**src/rtl/keycode_channel_alloc_pkg.sv**
```systemverilog
// Shared PS/2 set-2 constants and FSM encoding for the keycode channel allocator.
package keycode_channel_alloc_pkg;

  localparam logic [7:0] KB_BRK    = 8'hF0;  // break prefix
  localparam logic [7:0] KB_EXT    = 8'hE0;  // extended prefix
  localparam logic [7:0] CH_SILENT = 8'hF0;  // channel holds no key

  localparam int unsigned DEF_TIMEOUT_CYC = 50_000_000;

  typedef enum logic [1:0] {
    S_IDLE    = 2'd0,
    S_BRK     = 2'd1,
    S_EXT     = 2'd2,
    S_EXT_BRK = 2'd3
  } state_e;

  // Plain key codes live below 8'h80; everything above is a prefix or junk.
  function automatic logic is_key(input logic [7:0] b);
    return ~b[7];
  endfunction

endpackage

```
**src/rtl/keycode_channel_alloc_ch_lru_select.sv**
```systemverilog
// Combinational channel lookup: key hit, lowest free channel, and LRU victim.
module keycode_channel_alloc_ch_lru_select
  import keycode_channel_alloc_pkg::*;
(
  input  logic [31:0] i_codes,       // channel n at [8n +: 8]
  input  logic [7:0]  i_ages,        // channel n at [2n +: 2]
  input  logic [7:0]  i_key,
  output logic        o_hit,
  output logic [1:0]  o_hit_idx,
  output logic        o_free_found,
  output logic [1:0]  o_free_idx,
  output logic [1:0]  o_victim_idx
);

  logic [1:0] w_best_age;

  // Scan downwards so the lowest matching index is the one that sticks.
  always_comb begin
    o_hit        = 1'b0;
    o_hit_idx    = 2'd0;
    o_free_found = 1'b0;
    o_free_idx   = 2'd0;
    for (int i = 3; i >= 0; i--) begin
      if (i_codes[i*8 +: 8] == i_key) begin
        o_hit     = 1'b1;
        o_hit_idx = 2'(i);
      end
      if (i_codes[i*8 +: 8] == CH_SILENT) begin
        o_free_found = 1'b1;
        o_free_idx   = 2'(i);
      end
    end
  end

  // Oldest channel wins; strict compare keeps ties on the lowest index.
  always_comb begin
    w_best_age   = i_ages[1:0];
    o_victim_idx = 2'd0;
    for (int i = 1; i < 4; i++) begin
      if (i_ages[i*2 +: 2] > w_best_age) begin
        w_best_age   = i_ages[i*2 +: 2];
        o_victim_idx = 2'(i);
      end
    end
  end

endmodule

```
**src/rtl/keycode_channel_alloc.sv**
```systemverilog
// PS/2 byte stream to four held-key channels with LRU stealing and idle watchdog.
module keycode_channel_alloc
  import keycode_channel_alloc_pkg::*;
#(
  parameter int unsigned NUM_CH      = 4,
  parameter int unsigned TIMEOUT_CYC = DEF_TIMEOUT_CYC,
  parameter int unsigned TO_W        = 26
) (
  input  logic       CLK,
  input  logic       RESET,
  input  logic [7:0] rx_data,
  input  logic       rx_valid,
  output logic [7:0] scan_code1,
  output logic [7:0] scan_code2,
  output logic [7:0] scan_code3,
  output logic [7:0] scan_code4,
  output logic [3:0] active,
  output logic       steal,
  output logic       timeout
);

  // Fires in the idle cycle whose increment would reach TIMEOUT_CYC-1.
  localparam logic [TO_W-1:0] WD_LAST = TO_W'(TIMEOUT_CYC - 2);

  state_e          r_state, w_state_d;
  logic [31:0]     r_code, w_code_d;
  logic [7:0]      r_age, w_age_d;
  logic [TO_W-1:0] r_wd, w_wd_d;
  logic [3:0]      r_active, w_active_d;
  logic            r_steal, w_steal_d;
  logic            r_timeout, w_timeout_d;

  logic            w_make, w_break;
  logic            w_hit, w_free_found;
  logic [1:0]      w_hit_idx, w_free_idx, w_victim_idx, w_alloc_idx;

  keycode_channel_alloc_ch_lru_select u_sel (
    .i_codes      (r_code),
    .i_ages       (r_age),
    .i_key        (rx_data),
    .o_hit        (w_hit),
    .o_hit_idx    (w_hit_idx),
    .o_free_found (w_free_found),
    .o_free_idx   (w_free_idx),
    .o_victim_idx (w_victim_idx)
  );

  assign w_alloc_idx = w_free_found ? w_free_idx : w_victim_idx;

  // Next-state: prefix FSM, make/break channel updates, watchdog.
  always_comb begin
    w_state_d   = r_state;
    w_code_d    = r_code;
    w_age_d     = r_age;
    w_wd_d      = r_wd + TO_W'(1);
    w_steal_d   = 1'b0;
    w_timeout_d = 1'b0;
    w_make      = 1'b0;
    w_break     = 1'b0;

    if (rx_valid) begin
      w_wd_d = '0;
      unique case (r_state)
        S_IDLE: begin
          if (rx_data == KB_BRK)      w_state_d = S_BRK;
          else if (rx_data == KB_EXT) w_state_d = S_EXT;
          else if (is_key(rx_data))   w_make    = 1'b1;
        end
        S_BRK: begin
          w_state_d = S_IDLE;
          w_break   = is_key(rx_data);
        end
        S_EXT:     w_state_d = (rx_data == KB_BRK) ? S_EXT_BRK : S_IDLE;
        S_EXT_BRK: w_state_d = S_IDLE;
        default:   w_state_d = S_IDLE;
      endcase
    end else if (r_wd == WD_LAST) begin
      w_state_d   = S_IDLE;
      w_code_d    = {4{CH_SILENT}};
      w_wd_d      = '0;
      w_timeout_d = 1'b1;
    end

    if (w_make) begin
      if (w_hit) begin
        // Typematic repeat only refreshes the holder's age.
        for (int i = 0; i < NUM_CH; i++) begin
          if (2'(i) == w_hit_idx) w_age_d[i*2 +: 2] = 2'd0;
        end
      end else begin
        w_steal_d = ~w_free_found;
        for (int i = 0; i < NUM_CH; i++) begin
          if (2'(i) == w_alloc_idx) begin
            w_code_d[i*8 +: 8] = rx_data;
            w_age_d[i*2 +: 2]  = 2'd0;
          end else if (r_age[i*2 +: 2] != 2'd3) begin
            w_age_d[i*2 +: 2]  = r_age[i*2 +: 2] + 2'd1;
          end
        end
      end
    end

    if (w_break) begin
      for (int i = 0; i < NUM_CH; i++) begin
        if (r_code[i*8 +: 8] == rx_data) w_code_d[i*8 +: 8] = CH_SILENT;
      end
    end

    for (int i = 0; i < NUM_CH; i++) begin
      w_active_d[i] = (w_code_d[i*8 +: 8] != CH_SILENT);
    end
  end

  // State and registered outputs; reset drops any pending prefix.
  always_ff @(posedge CLK) begin
    if (RESET) begin
      r_state   <= S_IDLE;
      r_code    <= {4{CH_SILENT}};
      r_age     <= 8'hFF;
      r_wd      <= '0;
      r_active  <= 4'h0;
      r_steal   <= 1'b0;
      r_timeout <= 1'b0;
    end else begin
      r_state   <= w_state_d;
      r_code    <= w_code_d;
      r_age     <= w_age_d;
      r_wd      <= w_wd_d;
      r_active  <= w_active_d;
      r_steal   <= w_steal_d;
      r_timeout <= w_timeout_d;
    end
  end

  assign scan_code1 = r_code[7:0];
  assign scan_code2 = r_code[15:8];
  assign scan_code3 = r_code[23:16];
  assign scan_code4 = r_code[31:24];
  assign active     = r_active;
  assign steal      = r_steal;
  assign timeout    = r_timeout;

endmodule
```
**config.mk**
```make
export PLATFORM = sky130hd
export DESIGN_NAME = keycode_channel_alloc
export DESIGN_NICKNAME = d
export VERILOG_FILES = /design/src/rtl/keycode_channel_alloc_pkg.sv /design/src/rtl/keycode_channel_alloc_ch_lru_select.sv /design/src/rtl/keycode_channel_alloc.sv
export SDC_FILE = /design/constraint.sdc
export NUM_CORES = 1
export LEC_CHECK = 0
export BUFFER_PORTS_ARGS = -buffer_cell sky130_fd_sc_hd__buf_2
export CORE_MARGIN = 4
export CORE_UTILIZATION = 60
export CTS_CLUSTER_DIAMETER = 60
export CTS_CLUSTER_SIZE = 14
export DETAILED_ROUTE_END_ITERATION = 7
export GPL_TIMING_DRIVEN = 0
export PLACE_DENSITY = 0.87
export SYNTH_ARGS = -nofsm -noshare
export SYNTH_HDL_FRONTEND = slang
export SYNTH_HIERARCHICAL = 1
export SYNTH_SLANG_ARGS = --single-unit
```
**constraint.sdc**
```tcl
create_clock -name CLK -period 9.2 [get_ports CLK]
set_clock_uncertainty 0.15 [all_clocks]
set_input_delay 0.46 -clock CLK [delete_from_list [all_inputs] [get_ports CLK]]
set_output_delay 0.46 -clock CLK [all_outputs]
set_load 0.02 [all_outputs]
```
==> flow_metrics.tcl <==
set metrics [dict create \
    synth_edf_count 0 \
    final_area_sq_um 5010 \
    cpPeakStageDelay_ns 0.61 \
    setup_viol 0 \
    max_slew.worst_pin.slew_ns 0.650 \
    rsz0062_at_grt "no" \
    worst_slack_ns 4.38 \
    critPathArrivalTime_ns 4.88 \
    min_to "timeout$_SDFF_PP0_" \
    drtAntennaViolNets 0 \
    holdBufCountCts 0 \
    finalCritPeriodShare 0.524 \
    core-area_sq_um 7250 \
    status "finished, final reports clean" \
    wirelength_met1_microns 4860 \
    ys.flop_type "dfxtp_1" \
    grt_usage 0.276 \
    cp_num_buf_inv 3 \
    fmax_ghz 0.207 \
    path_clk_slew_ns 0.08 \
    first_global_vias 3976 \
    drv_slew 0 \
    dpl_cell_area_sq_um 4830 \
    final-seq-area_sq_um 1480 \
    ys_ff_latch 74 \
    holdPathStages 2 \
    slowest_stage "a211oi_4" \
    postCtsSetupRepairBufs 0 \
    route.detailed.drc 0 \
    fin_nets 580 \
    dpl.hpwl_microns 8320 \
    hold_path.startpoint "rx_valid" \
    syn_to_final_growth_pct 12.1 \
    yosys_warnings 6 \
    wl_per_cell_microns 17.5 \
    critPathCaptureType "flip-flop" \
    htreeDepth 3 \
    drt-initial-drc-count 237 \
    cts_buffers 9 \
    dr.pass1.iters 5 \
    met3WireLength_microns 803 \
    postCtsResizedCells 0 \
    highest_layer "met4" \
    place_ws_ns 4.40 \
    grt_start_max_net_pins 14 \
    power.total_mw 1.35 \
    required_ns 9.26 \
    cts_root_buf "clkbuf_8" \
    drive_gt1_frac 0.175 \
    cts.sinks 74 \
    diodes 0 \
    hp-class "primary input to flip-flop" \
    wl_met2_microns 5650 \
    irDropWorstVdd_mv 0.136 \
    die_h_microns 94.3 \
    cp-start-kind "flip-flop" \
    critPathTopFamily "compound AO/OA/AOI/OAI gates" \
    p_per_area_nw_per_um2 270 \
    synth.avg_cell_area_sq_um 9.01 \
    cts_tree "done" \
    synth_nets 521 \
    via_per_inst 6.24 \
    post-route-util 0.691 \
    r2r-start "r_age[2]$_SDFFE_PP1P_" \
    finalHoldViolations 0 \
    slew_headroom 0.567 \
    power.leakage_nw 1.88 \
    synthDistinctLibCells 62 \
    die_x_microns 94.3 \
    final_common_cell "dfxtp_1" \
    port_buffers 48 \
    path_depth 17 \
    pin_count 49 \
    antenna_found_initial 0 \
    clockBufferDepth 2 \
    num_rows 31 \
    wirelength_microns 11600 \
    reg2reg_to "r_code[20]$_SDFF_PP1_" \
    synth_cells 496 \
    rr_worst_depth 17 \
    dr_total_vias 4114 \
    multi_input_area_sq_um 2820 \
    crit_type "flip-flop to flip-flop" \
    grt_pass1_wl_microns 19400 \
    reg2reg_slack_ns 4.38 \
    final_cell_mix "dfxtp_1, buf_2, xor2_1" \
    die_area_sq_um 8890 \
    period_needed_ns 4.82 \
    num-fill-cells 571 \
    tns_ns 0 \
    path_max_fanout 9 \
    grt_overflow 0 \
    clock_latency_ns 0.36 \
    gp_congestion 0.950 \
    synthArstFlopShare 0 \
    cp_cell_sequence "inv_1 -> ha_1 -> inv_1 -> o22ai_1 -> mux2_1 -> ha_1 -> inv_1 -> o22ai_1 -> mux2_2 -> ha_1 -> nand2_1 -> o21ai_0 -> o21ai_0 -> or3b_1 -> a211oi_4 -> mux2i_1 -> nand3_1" \
    drv_cap 0 \
    synth-seq-area-share 0.331 \
    synth_area_sq_um 4470 \
    initial_core_util 0.616 \
]
-- where the power goes --
| part | internal, mW | leakage [nW] | switching, mW |
|---|---|---|---|
| combinational | 0.280 | 1.19 | 0.384 |
| clock | 0.105 | 0.0924 | 0.128 |
| sequential | 0.375 | 0.600 | 0.0819 |
-- cell families after synthesis --
logic type                 Yosys count  share of synthesized area
DFF                                 74                      0.331
and+or+nand+nor                    191                      0.261
xor gates and xnor gates            74                      0.145
buffers and inverters               42                     0.0372
AOI/OAI and AO/OA                   71                      0.119
muxes                               30                     0.0677
adders and majority gates           14                     0.0392
-- worst register-to-register path, delay by kind of cell (launching register included) --
| family | cells | cell delay, ns |
|---|---|---|
| buffers and inverters | 3 | 0.14 |
| DFF | 1 | 0.40 |
| AOI/OAI and AO/OA | 5 | 1.49 |
| and+or+nand+nor | 3 | 0.65 |
| adders and majority gates | 3 | 0.83 |
| muxes | 3 | 1.02 |
-- flip-flops by register name (all words and copies together) (netlist names) --
register	count
r_code	32
r_age	8
active	4
timeout	1
r_state	2
r_wd	26
steal	1
-- metal layers --
metal,track usage,vias up
li1,-,1950
met1,0.361,1962
met2,0.451,178
met3,0.0465,24
met4,0.111,0
met5,0,-
-- synthesized netlist by cell type, types with 3 or more instances --
master	instances	share of area
a21oi_1	15	0.017
xnor2_1	26	0.051
o22ai_1	3	0.0042
o21ai_0	12	0.013
nand3_1	23	0.026
dfxtp_1	74	0.33
nand4b_1	6	0.012
and4_1	3	0.0059
or3_1	9	0.013
nand3b_1	4	0.0067
mux2i_1	28	0.063
a211o_1	4	0.0078
o31ai_1	6	0.010
inv_1	20	0.017
or4_1	12	0.020
ha_1	14	0.039
buf_2	6	0.0067
nand2_1	19	0.016
a221o_1	4	0.0090
a211oi_4	3	0.013
nor3_1	32	0.036
nor4_2	3	0.0084
o211ai_1	6	0.010
xor2_1	48	0.094
clkbuf_1	14	0.012
nand4_1	13	0.018
nor4_1	16	0.022
a31oi_1	3	0.0042
nor2_1	28	0.024
-- worst max-delay path by stage --
stage | slack [ns] | endpoint | from
2_1_floorplan | 4.96 | r_code[15]$_SDFF_PP1_ | r_age[2]$_SDFFE_PP1P_
3_3_place_gp | 4.66 | r_code[15]$_SDFF_PP1_ | r_age[2]$_SDFFE_PP1P_
3_5_place_dp | 4.40 | r_code[22]$_SDFF_PP1_ | r_age[2]$_SDFFE_PP1P_
4_1_cts | 4.38 | r_code[20]$_SDFF_PP1_ | r_age[2]$_SDFFE_PP1P_
5_1_grt | 4.06 | r_code[21]$_SDFF_PP1_ | r_age[1]$_SDFFE_PP1P_
6_report | 4.38 | r_code[20]$_SDFF_PP1_ | r_age[2]$_SDFFE_PP1P_
-- metrics by stage --
step,std cells,hold WS (ns)
final,659,0.251
after global routing,659,0.250
after CTS,659,0.239
after detailed placement,643,0.306
after global placement,643,0.291
after floorplan,496,0.280
-- layout make-up --
type / count / share of cell area
buffer: 22 / 0.0182
clock buffer: 10 / 0.0275
clock inverter: 6 / 0.00799
inverter: 20 / 0.0150
multi-input combinational: 380 / 0.563
sequential: 74 / 0.296
tap: 99 / 0.0247
timing repair buffer: 48 / 0.0479
(Power assumes the default switching activity.)
